`src/rtl/riscv_muldiv_unit.sv`:
```
// Iterative RV32M/RV64M multiply/divide unit sitting beside the ALU in EX.
// Latency: done_o N+3 cycles after an accepted start (N = XLEN/MUL_BPC for mul, XLEN for div); 2 cycles for div special cases.
// Backpressure: busy_o stalls F/D/E; start_i is ignored while busy; flush_i kills the op with no done_o.
module riscv_muldiv_unit #(
  parameter int XLEN    = 32,
  parameter int MUL_BPC = 1,
  parameter int TAG_W   = 5
) (
  input  logic             clk,
  input  logic             rst_n,
  input  logic             start_i,
  input  logic             flush_i,
  input  logic [2:0]       op_i,
  input  logic [XLEN-1:0]  a_i,
  input  logic [XLEN-1:0]  b_i,
  input  logic [TAG_W-1:0] tag_i,
  output logic             busy_o,
  output logic             done_o,
  output logic [XLEN-1:0]  result_o,
  output logic [TAG_W-1:0] tag_o
);

  localparam int CNT_W = $clog2(XLEN) + 1;
  localparam logic [CNT_W-1:0] MUL_LAST = CNT_W'(XLEN / MUL_BPC - 1);
  localparam logic [CNT_W-1:0] DIV_LAST = CNT_W'(XLEN - 1);
  localparam logic [XLEN-1:0]  MOST_NEG = {1'b1, {(XLEN-1){1'b0}}};

  typedef enum logic [2:0] {S_IDLE, S_PREP, S_CALC, S_FIX, S_DONE} state_t;

  state_t            state, state_nxt;
  logic [2:0]        op_q;
  logic [XLEN-1:0]   opa_q, opb_q;
  logic [TAG_W-1:0]  tag_q;
  logic              neg_q;
  logic [2*XLEN-1:0] acc_q;
  logic [CNT_W-1:0]  cnt_q;

  logic                    is_div, sign_a_en, sign_b_en, a_neg, b_neg;
  logic                    div_zero, div_ovf, special, accept, last, div_ge;
  logic [XLEN-1:0]         a_mag, b_mag, special_res, div_sel, fix_res;
  logic [MUL_BPC-1:0]      digit;
  logic [XLEN+MUL_BPC-1:0] pprod, msum;
  logic [XLEN:0]           dshift;
  logic [2*XLEN-1:0]       mul_nxt, div_nxt, prod;

  assign busy_o = (state == S_PREP) || (state == S_CALC) || (state == S_FIX);
  assign done_o = (state == S_DONE);

  // Operand decode, special-case detection and the per-cycle mul/div step.
  always_comb begin
    is_div    = op_q[2];
    sign_a_en = (op_q == 3'b001) || (op_q == 3'b010) || (op_q == 3'b100) || (op_q == 3'b110);
    sign_b_en = (op_q == 3'b001) || (op_q == 3'b100) || (op_q == 3'b110);
    a_neg     = sign_a_en && opa_q[XLEN-1];
    b_neg     = sign_b_en && opb_q[XLEN-1];
    a_mag     = a_neg ? -opa_q : opa_q;
    b_mag     = b_neg ? -opb_q : opb_q;
    div_zero  = is_div && (opb_q == '0);
    div_ovf   = ((op_q == 3'b100) || (op_q == 3'b110)) && (opa_q == MOST_NEG) && (opb_q == '1);
    special   = div_zero || div_ovf;
    if (div_zero) special_res = op_q[1] ? opa_q : '1;
    else          special_res = op_q[1] ? '0 : opa_q;
    accept    = ((state == S_IDLE) || (state == S_DONE)) && start_i && !flush_i;
    last      = (cnt_q == (is_div ? DIV_LAST : MUL_LAST));
    // Multiply: add multiplicand times the low digit into the high half, shift right.
    digit     = acc_q[MUL_BPC-1:0];
    pprod     = {{MUL_BPC{1'b0}}, opa_q} * {{XLEN{1'b0}}, digit};
    msum      = {{MUL_BPC{1'b0}}, acc_q[2*XLEN-1:XLEN]} + pprod;
    mul_nxt   = {msum, acc_q[XLEN-1:MUL_BPC]};
    // Divide: remainder in the high half, dividend shifting out / quotient shifting in low.
    dshift    = {acc_q[2*XLEN-1:XLEN], acc_q[XLEN-1]};
    div_ge    = (dshift >= {1'b0, opb_q});
    div_nxt   = {div_ge ? XLEN'(dshift - {1'b0, opb_q}) : dshift[XLEN-1:0],
                 acc_q[XLEN-2:0], div_ge};
    // Final sign fix-up and result selection.
    prod      = neg_q ? -acc_q : acc_q;
    div_sel   = op_q[1] ? acc_q[2*XLEN-1:XLEN] : acc_q[XLEN-1:0];
    if (is_div)                 fix_res = neg_q ? -div_sel : div_sel;
    else if (op_q[1:0] == 2'b00) fix_res = prod[XLEN-1:0];
    else                        fix_res = prod[2*XLEN-1:XLEN];
  end

  // Next-state logic; flush overrides every transition.
  always_comb begin
    state_nxt = state;
    case (state)
      S_IDLE: if (accept) state_nxt = S_PREP;
      S_PREP: state_nxt = special ? S_DONE : S_CALC;
      S_CALC: if (last) state_nxt = S_FIX;
      S_FIX:  state_nxt = S_DONE;
      S_DONE: state_nxt = accept ? S_PREP : S_IDLE;
      default: state_nxt = S_IDLE;
    endcase
    if (flush_i) state_nxt = S_IDLE;
  end

  // State register.
  always_ff @(posedge clk) begin
    if (!rst_n) state <= S_IDLE;
    else        state <= state_nxt;
  end

  // Operand latch, iteration datapath and result/tag registers.
  always_ff @(posedge clk) begin
    if (!rst_n) begin
      op_q     <= '0;
      opa_q    <= '0;
      opb_q    <= '0;
      tag_q    <= '0;
      neg_q    <= 1'b0;
      acc_q    <= '0;
      cnt_q    <= '0;
      result_o <= '0;
      tag_o    <= '0;
    end else begin
      if (accept) begin
        op_q  <= op_i;
        opa_q <= a_i;
        opb_q <= b_i;
        tag_q <= tag_i;
      end
      if (!flush_i) begin
        case (state)
          S_PREP: begin
            opa_q <= a_mag;
            opb_q <= b_mag;
            neg_q <= (op_q == 3'b110) ? a_neg : (a_neg ^ b_neg);
            cnt_q <= '0;
            acc_q <= is_div ? {{XLEN{1'b0}}, a_mag} : {{XLEN{1'b0}}, b_mag};
            if (special) begin
              result_o <= special_res;
              tag_o    <= tag_q;
            end
          end
          S_CALC: begin
            cnt_q <= cnt_q + 1'b1;
            acc_q <= is_div ? div_nxt : mul_nxt;
          end
          S_FIX: begin
            result_o <= fix_res;
            tag_o    <= tag_q;
          end
          default: ;
        endcase
      end
    end
  end

endmodule

```
`config.mk`:
```
export PLATFORM = sky130hd
export DESIGN_NAME = riscv_muldiv_unit
export DESIGN_NICKNAME = d
export VERILOG_FILES = /design/src/rtl/riscv_muldiv_unit.sv
export SDC_FILE = /design/constraint.sdc
export NUM_CORES = 1
export LEC_CHECK = 0
export ABC_AREA = 0
export ABC_CLOCK_PERIOD_IN_PS = 6500
export CAP_MARGIN = 20
export CORE_MARGIN = 2
export CORE_UTILIZATION = 40
export DETAILED_ROUTE_END_ITERATION = 12
export MAX_ROUTING_LAYER = met4
export PLACE_DENSITY_LB_ADDON = 0.12
export SLEW_MARGIN = 40
export SYNTH_ARGS = -nofsm -noshare
export SYNTH_HDL_FRONTEND = slang
export SYNTH_SLANG_ARGS = --single-unit
```
`constraint.sdc`:
```
create_clock -name clk -period 6.5 [get_ports clk]
set_input_delay 1.3 -clock clk [delete_from_list [all_inputs] [get_ports clk]]
set_output_delay 1.3 -clock clk [all_outputs]
set_load 0.01 [all_outputs]
```
; ---- Yosys cells after proc, flatten, opt, wreduce, memory -nomap -nowiden
; Index checks and enable logic that the tools add are counted.
[word_totals]
regBits = 183
input_bits = 76
out_inout_bits = 39
word_cells = 95
[op_classes]
n_addsub = 7
multipliers = 1
order_cmp = 1
n_eq_ne = 14
n_mux = 31
bitwise_logic = 3
n_reduce_logical = 28
[op_table]
columns = operator, n
row1 = 32-bit 2-to-1 mux, 18
row2 = 64-bit 2-to-1 mux, 2
row3 = 64-bit one-hot mux with 2 select lines, 1
row4 = 32-bit negator, 3
row5 = 32-bit equality test (second input constant), 2
row6 = 64-bit negator, 1
row7 = 32-bit one-hot mux with 2 select lines, 1
row8 = 32-bit by 33-bit adder with 33-bit output, 1
row9 = 33-bit by 32-bit >= comparator with 1-bit output, 1
row10 = 32-bit by 1-bit multiplier with 33-bit output, 1
row11 = 32-bit logical NOT, 1
row12 = 32-bit subtractor, 1
row13 = 3-bit one-hot mux with 5 select lines, 1
row14 = 6-bit one-hot mux with 2 select lines, 1
row15 = 1-bit logical OR, 10
row16 = 5-bit one-hot mux with 2 select lines, 1
row17 = 3-bit by 2-bit equality test with 1-bit output (second input constant), 3
row18 = 3-bit equality test (second input constant), 3
row19 = 3-bit 2-to-1 mux, 3
row20 = 1-bit logical AND, 7
row21 = 6-bit by 1-bit adder with 6-bit output (second input constant), 1
row22 = 3-bit by 1-bit equality test with 1-bit output (second input constant), 2
row23 = 6-bit by 5-bit equality test with 1-bit output (second input constant), 1
row24 = 2-bit != test (second input constant), 3
row25 = other kinds (11), 16

; ---- Longest topological paths before layout
; Gate-level depths: netlist (run 1).
[logic_depth]
word_depth = 8
ltp_mapped = 15
mapped_depth_nobuf = 14

; ---- Worst setup path after synthesis (run 1)
; OpenSTA, ideal clock, no wires.
[synth_path]
path_type = register -> register
startpoint = register op_q[1]
endpoint = register result_o[22]
t_arrival_ns = 3.472
t_required_ns = 6.419
path_slack_ns = 2.947
stages_incl_launch_ff = 15
path_buffers = 4
cell_sequence = dfxtp_1 buf_2 buf_1 buf_1 clkbuf_1 mux2i_1 ha_1 o221ai_1 nor3_1 and2_1 nand2_1 o21a_1 xnor2_1 nand3_1 a41oi_1
[synth_via]
elab_chain_len = 7
word_cells_on_any_way = 19
cone_classes = add/sub: 1 / eq/ne: 3 / mux: 9 / reduce/logical: 6
[synth_lines]
columns = element, line_no
row1 = start: declaration, 31  ; logic [2:0] op_q;
row2 = start signal: assignment, 117  ; op_q <= op_i;
row3 = "parallel branches: the longest is 7 deep, another holds 32-bit negator", --
row4 = end signal: assignment, 131  ; result_o <= special_res;
row5 = end signal: assignment, 140  ; result_o <= fix_res;
row6 = end: declaration, 19  ; output logic [XLEN-1:0] result_o,
; Several ways; the timed one is not identified. The select of a mux whose other input is x is not followed.
; A chain may end at the register's enable or synchronous reset.

; ---- Final worst setup path (run 1)
[layout_path]
startpoint = register acc_q[32]
endpoint = register acc_q[33]
[layout_via]
elab_chain_len = 4
word_cells_on_any_way = 6
cone_classes = add/sub: 2 / order compare: 1 / mux: 3
[layout_lines]
columns = element, line_no
row1 = start: declaration, 35  ; logic [2*XLEN-1:0] acc_q;
row2 = start signal: assignment, 129  ; acc_q <= is_div ? {{XLEN{1'b0}}, a_mag} : {{XLEN{1'b0}}, b_mag};
row3 = start signal: assignment, 137  ; acc_q <= is_div ? div_nxt : mul_nxt;
row4 = 32-bit subtractor / 33-bit by 32-bit >= comparator with 1-bit output (equally long branches), "73, 72"
row5 = 32-bit 2-to-1 mux, 73  ; div_nxt = {div_ge ? XLEN'(dshift - {1'b0, opb_q}) : dshift[XLEN-1:0],
row6 = 64-bit 2-to-1 mux *, 137
row7 = 64-bit one-hot mux with 2 select lines *, 123  ; case (state)
; Mark *: on every way between the ends. The rest lies on a longest branch, timed or not.

==> reports/results.txt, run 1 <==
initial antenna violation count: 2
CP max-delay cell: dfxtp_1
CP delay by family, top: compound AO/OA/AOI/OAI gates
H-Tree Depth: 4
crit path launch type: flop
worst-margin pin slew: 0.918 ns
Max Buffers Root-to-Sink: 2
layout cell share with drive strength beyond 1: 6.93%
Detail Placement HPWL: 56.4 mm
CP Cell Sequence: ha_1 -> nor2b_1 -> o31ai_1 -> a311oi_1 -> or3_1 -> and4_1 -> a2111oi_2 -> buf_4 -> mux2_2 -> a21oi_1 -> nor3_1
critical setup path kind: reg2reg
WP data required: 6.86 ns
IO Pins: 115
synthesized cell area: 17400 sq um
CTS root buffer: clkbuf_16
Layout area overhead: 11.9%
RSZ-0062 raised after global routing: no
total chip power: 0.00313 W
hold crit path type: reg2reg
row count: 76
WP depth: 11
Synth Instances: 2412
total negative slack: 0 ns
post-layout util: 45.3%
area of the multi-input gates: 12800 sq um
Peak VDD IR: 0.249 mV
CORE AREA: 43100 sq um
wire per inst: 24.6 um
Hold Fails Final Rpt: 0
Syn Nets: 2560
post-synthesis sequential area ratio: 21.0%
FF+latch count, synth: 183
first-pass iteration count of the detailed router: 8
drt first-iter violations: 1959
P_int: 0.00203 W
hold slack: 0.455 ns
cts hold-fix bufs: 0
Final Max Slew Viols: 0
total area of sequential cells: 3670 sq um
vias in the first global route: 17627
clk_lat worst skew: 0.50 ns
clk sinks: 183
Clock power frac: 35.6%
Seq pwr share: 39.0%
Total GRT Usage: 33.2%
post-layout min period: 4.31 ns
CTS buffer count: 17
Gate power share: 25.3%
slowest stage delay, CP: 0.62 ns
Die Height: 213 um
EDFF count, synth: 0
first-pass GRT wire length: 109 mm
Fillers: 4464
ant diodes: 0
final net count: 2529
largest net degree at the start of global routing: 89
overall die width: 213 um
status: completed
Final period util: 66.3%
via count: 18710
Post-CTS Repair Setup Buffers: 0
P_leak: 7.33 nW
Syn Area/Cell: 7.23 sq um
die area: 45300 sq um
CTS tree: built
hold path depth: 2
P per Cell Area: 160 nW/um^2
clk slew on worst S/H paths: 0.08 ns
post-CTS sizing: 0
endpoints failing setup: 0
Sw Share: 35.0%
DRC viols: 0
Max-cap violations: 0
gp weighted congestion: 1.02
drt via density: 6.28
Port Buffers: 114
final clock skew: 0.0276 ns
Worst R2R Path Depth: 11
Worst setup EP type: flop
total wire length: 73.3 mm
NetSw: 0.00109 W
worst path bufs/invs: 1
asr flop ratio synth: 0%
Yosys Warn Count: 0
data arrival time of the worst path: 4.67 ns
Routed Antenna Nets: 0
ys flop type: dfxtp_1
Slew HR: 38.7%
CP Max Fanout: 54
GRT overflow: 0
Distinct cells, synth: 85
Starting Density: 40.5%
max frequency: 232 MHz
## logic make-up after synthesis
family	synth area share, %
compound gates	27.1
simple gates	24.0
buf+inv	6.16
mux	5.09
flops	21.0
xor+xnor	9.79
fa+ha+maj	6.80
## final timing paths
path,start,to,slack [ns]
max,acc_q[32]$_SDFFE_PN0P_,acc_q[33]$_SDFFE_PN0P_,2.19
max reg2reg,acc_q[32]$_SDFFE_PN0P_,acc_q[33]$_SDFFE_PN0P_,2.19
min reg2reg,tag_q[2]$_SDFFE_PN0P_,tag_q[2]$_SDFFE_PN0P_,0.46
min,tag_q[2]$_SDFFE_PN0P_,tag_q[2]$_SDFFE_PN0P_,0.46
## tightest hold or removal path: stages (launching register included)
cell and delay (ns):
dfxtp_1 0.31, nand2_1 0.05, a21oi_1 0.05
## synthesized netlist by cell type (10+ instances only)
master,count,area (sq um)
a211oi_1,42,315
a21o_1,24,180
a21oi_1,187,936
a221oi_1,27,236
a22oi_1,23,173
a311oi_1,19,166
a31oi_1,25,156
and2_1,43,269
and3_1,35,219
buf_1,13,48.8
buf_2,13,65.1
clkbuf_1,182,683
dfxtp_1,183,3660
ha_1,70,876
inv_1,67,251
maj3_1,27,270
mux2_2,19,214
mux2i_1,49,490
nand2_1,275,1030
nand2b_1,21,131
nand3_1,46,230
nand4_1,34,213
nor2_1,229,860
nor3_1,72,360
nor3b_1,10,75.1
nor4_1,17,106
o211ai_1,31,233
o21a_1,11,82.6
o21ai_0,154,771
o21bai_1,12,90.1
o221ai_1,18,158
o22ai_1,13,81.3
o31ai_1,40,300
o41ai_1,15,131
or2_2,14,87.6
or3_1,16,100
xnor2_1,116,1020
xor2_1,79,692
## metrics by stage
stage | worst slack (ns) | cells | instance area [sq um]
floorplan | 2.95 | 2412 | 17400
global placement | 2.16 | 2947 | 18900
detailed placement | 2.08 | 2947 | 18900
CTS | 2.26 | 2979 | 19500
global route | 1.96 | 2979 | 19500
finish | 2.19 | 2979 | 19500
## power by group through the flow
| stage | Sequential [W] | Clock, W | Combinational [W] |
|---|---|---|---|
| final | 0.00122 | 0.00111 | 0.000792 |
| after global placement | 0.00124 | 0 | 0.000774 |
| after CTS | 0.00122 | 0.00114 | 0.000778 |
| after global routing | 0.00122 | 0.00118 | 0.000853 |
| after floorplan | 0.00120 | 0 | 0.000541 |
| after detailed placement | 0.00124 | 0 | 0.000775 |
## area by class of cell
cell class	instances	share of cell area, %
flip-flops and latches	183	18.8
well taps	585	3.75
inverters	68	1.31
clock inverters	13	0.808
multi-input cells	1951	65.4
repair buffers	160	7.65
clock buffers	19	2.27
## per-layer routing
layer / wire (um) / GRT usage [%] / vias up
li1: - / - / 8732
met1: 31700 / 43.4 / 9002
met2: 32400 / 49.9 / 802
met3: 5200 / 4.77 / 174
met4: 3990 / 17.3 / 0
met5: 0 / - / -
## sequential cells by signal (all words and copies together) (netlist names)
register  count
acc_q        64
cnt_q         6
neg_q         1
op_q          3
opa_q        32
opb_q        32
result_o     32
state         3
tag_o         5
tag_q         5
## layout by cell type, fill, tap and decap left out, types with 16 or more instances in the layout
cell,synthesis,routed
xnor2_1,116,116
maj3_1,27,27
and3_1,35,35
a21oi_1,187,186
mux2i_1,49,49
nand2_1,275,275
clkdlybuf4s50_1,0,113
buf_4,0,45
a22oi_1,23,23
nand3_1,46,46
a31oi_1,25,25
mux2_2,19,19
clkbuf_16,0,17
o31ai_1,40,40
o21ai_0,154,153
o221ai_1,18,18
a221oi_1,27,27
nand2b_1,21,20
a21o_1,24,24
nor2_1,229,226
a211oi_1,42,42
ha_1,70,70
nor3_1,72,71
and2_1,43,43
xor2_1,79,79
a311oi_1,19,19
inv_1,67,67
or3_1,16,16
nand4_1,34,34
dfxtp_1,183,180
o211ai_1,31,31
(Power assumes the default switching activity.)
==> inputs of run 2 (changes only) <==
- ABC_CLOCK_PERIOD_IN_PS: 6500 -> 4000
- clock period: 6.5 -> 4 ns (I/O delays scaled with it)
==> run 2 against run 1 <==
Effect of this change:
- global-route usage grew 2.2 points
- via count rose by 2.5%
- clock-buffer cell count unchanged
- final area grew 4.0%
- final cell count rose by 3.4%
- routed wire length grew 6.3%
- first-iteration DRC count fell by 1.8%
- critical path depth rose by 2
- register-to-register slack got worse by 2.0 ns
- sequential cell count stayed put
- critical path type unchanged
- largest cell class unchanged
==> reports/results.txt, run 2 (same netlist as run 1, synthesis figures left out) <==
Hold Fails Final Rpt: 0
worst reg2reg startpoint: opb_q[8]$_SDFF_PN0_
status: completed
P per Cell Area: 254 nW/um^2
vias in the first global route: 18413
crit path launch type: flop
GRT overflow: 0
commonest non-fill, non-tap cell in the layout: nand2_1
total wire length: 77.9 mm
busiest grt layer: met2
final clock skew: 0.0171 ns
layout cell share with drive strength beyond 1: 10.5%
first-pass iteration count of the detailed router: 7
Worst R2R Path Depth: 13
row count: 76
wire per inst: 25.3 um
clk_lat worst skew: 0.51 ns
post-layout util: 47.1%
CP Max Fanout: 25
largest net degree at the start of global routing: 102
Port Buffers: 114
final worst slack: 0.219 ns
Max Buffers Root-to-Sink: 2
commonest cells after routing, fill and taps aside: 275 x nand2_1, 227 x nor2_1, 186 x a21oi_1, 180 x dfxtp_1, 153 x o21ai_0
clk slew on worst S/H paths: 0.08 ns
drt first-iter violations: 1924
R2R Setup Slk: 0.22 ns
CORE AREA: 43100 sq um
clk sinks: 183
Total GRT Usage: 35.5%
Slew HR: 46.2%
critical setup path kind: reg2reg
CTS root buffer: clkbuf_16
pre-CTS setup slack: 0.278 ns
WP data required: 4.35 ns
met1 Use GR: 45.8%
drt via density: 6.23
via count: 19187
hold crit path type: reg2reg
data arrival time of the worst path: 4.13 ns
DRC viols: 0
overall die width: 213 um
worst setup path end: acc_q[47]$_SDFFE_PN0P_
Critical Path Source: opb_q[8]$_SDFF_PN0_
final net count: 2627
first-pass GRT wire length: 115 mm
max frequency: 264 MHz
CP Cell Sequence: inv_1 -> ha_1 -> a21o_1 -> o32ai_1 -> a311oi_1 -> or3_1 -> and4_1 -> a2111oi_2 -> buf_4 -> buf_6 -> nor2_1 -> a21oi_1 -> o221ai_1
Final Max Slew Viols: 0
post-layout min period: 3.78 ns
Detail Placement HPWL: 60.9 mm
Layout area overhead: 16.4%
Post-CTS Repair Setup Buffers: 0
CTS buffer count: 17
total negative slack: 0 ns
endpoints failing setup: 0
Worst setup EP type: flop
Routed Antenna Nets: 0
Top reg by flops: acc_q
gp weighted congestion: 1.00
Peak VDD IR: 0.403 mV
Max-cap violations: 0
die area: 45300 sq um
worst-margin pin slew: 0.807 ns
max reg flops: 64
CP max-delay cell: or3_1
cts hold-fix bufs: 0
slowest stage delay, CP: 0.46 ns
Starting Density: 40.5%
Die Height: 213 um
worst r2r dst: acc_q[47]$_SDFFE_PN0P_
Hold Crit Start: tag_q[3]$_SDFFE_PN0P_
P_leak: 7.86 nW
CTS tree: built
initial antenna violation count: 4
Final period util: 94.5%
met3 Track Usage GR: 8.43%
RSZ-0062 raised after global routing: no
IO Pins: 115
H-Tree Depth: 4
met2 Resource Use GR: 52.0%
-- run 2: changes by cell type in the layout (fill, tap and decap cells not counted), moves of 2 or more --
cell	previous run	this run
nor2_2	3	1
diode_2	0	3
clkinv_4	1	4
buf_6	0	2
buf_4	45	137
inv_8	3	1
buf_12	1	5
-- run 2: routing by layer --
metal	wire [um]	vias up
met3	6400	174
li1	-	8942
met4	3830	0
met1	33900	9249
met5	0	-
met2	33700	822
-- run 2: timing repair --
item	CTS	global route
endpoints found under the setup margin	0	15
endpoints found under the hold margin	0	0
gates resized for setup	0	2
-- run 2: worst min-delay path by stage --
stage,cells after the start,slack (ns),endpoint
2_1_floorplan,2,0.44,tag_q[0]$_SDFFE_PN0P_
3_3_place_gp,2,0.44,tag_q[3]$_SDFFE_PN0P_
3_5_place_dp,2,0.45,tag_q[3]$_SDFFE_PN0P_
4_1_cts,2,0.46,tag_q[3]$_SDFFE_PN0P_
5_1_grt,2,0.48,tag_q[0]$_SDFFE_PN0P_
6_report,2,0.46,tag_q[3]$_SDFFE_PN0P_
-- run 2: metrics by stage --
stage / cells / cell area, sq um / hold slack, ns / total power [W]
floorplan: 2412 / 17400 / 0.436 / 0.00282
global placement: 3045 / 19700 / 0.443 / 0.00338
detailed placement: 3045 / 19700 / 0.451 / 0.00338
CTS: 3076 / 20300 / 0.461 / 0.00516
global route: 3078 / 20300 / 0.477 / 0.00536
finish: 3079 / 20300 / 0.458 / 0.00517
-- run 2: layout make-up --
cell class	instances	area, sq um
Antenna cell	3	7.51
Fill cell	4443	22800
Tap cell	585	732
Sequential cell	183	3670
Multi-Input combinational cell	1951	12800
Clock buffer	19	443
Inverter	68	256
Clock inverter	12	145
Timing Repair Buffer	258	2290
-- run 2: power breakdown --
part / switching [W] / leakage, nW / internal, W
Sequential: 0.0000855 / 1.48 / 0.00187
Clock: 0.000852 / 0.286 / 0.000943
Combinational: 0.000881 / 6.09 / 0.000539
Total: 0.00182 / 7.86 / 0.00335
-- run 2: worst max-delay path: cells and delay by family (launching register included) --
kind                       cells  cell delay, ns
buffers and inverters          3            0.66
AOI/OAI and AO/OA              6            1.34
adders and majority gates      1            0.42
and+or+nand+nor                3            0.76
DFF                            1            0.45
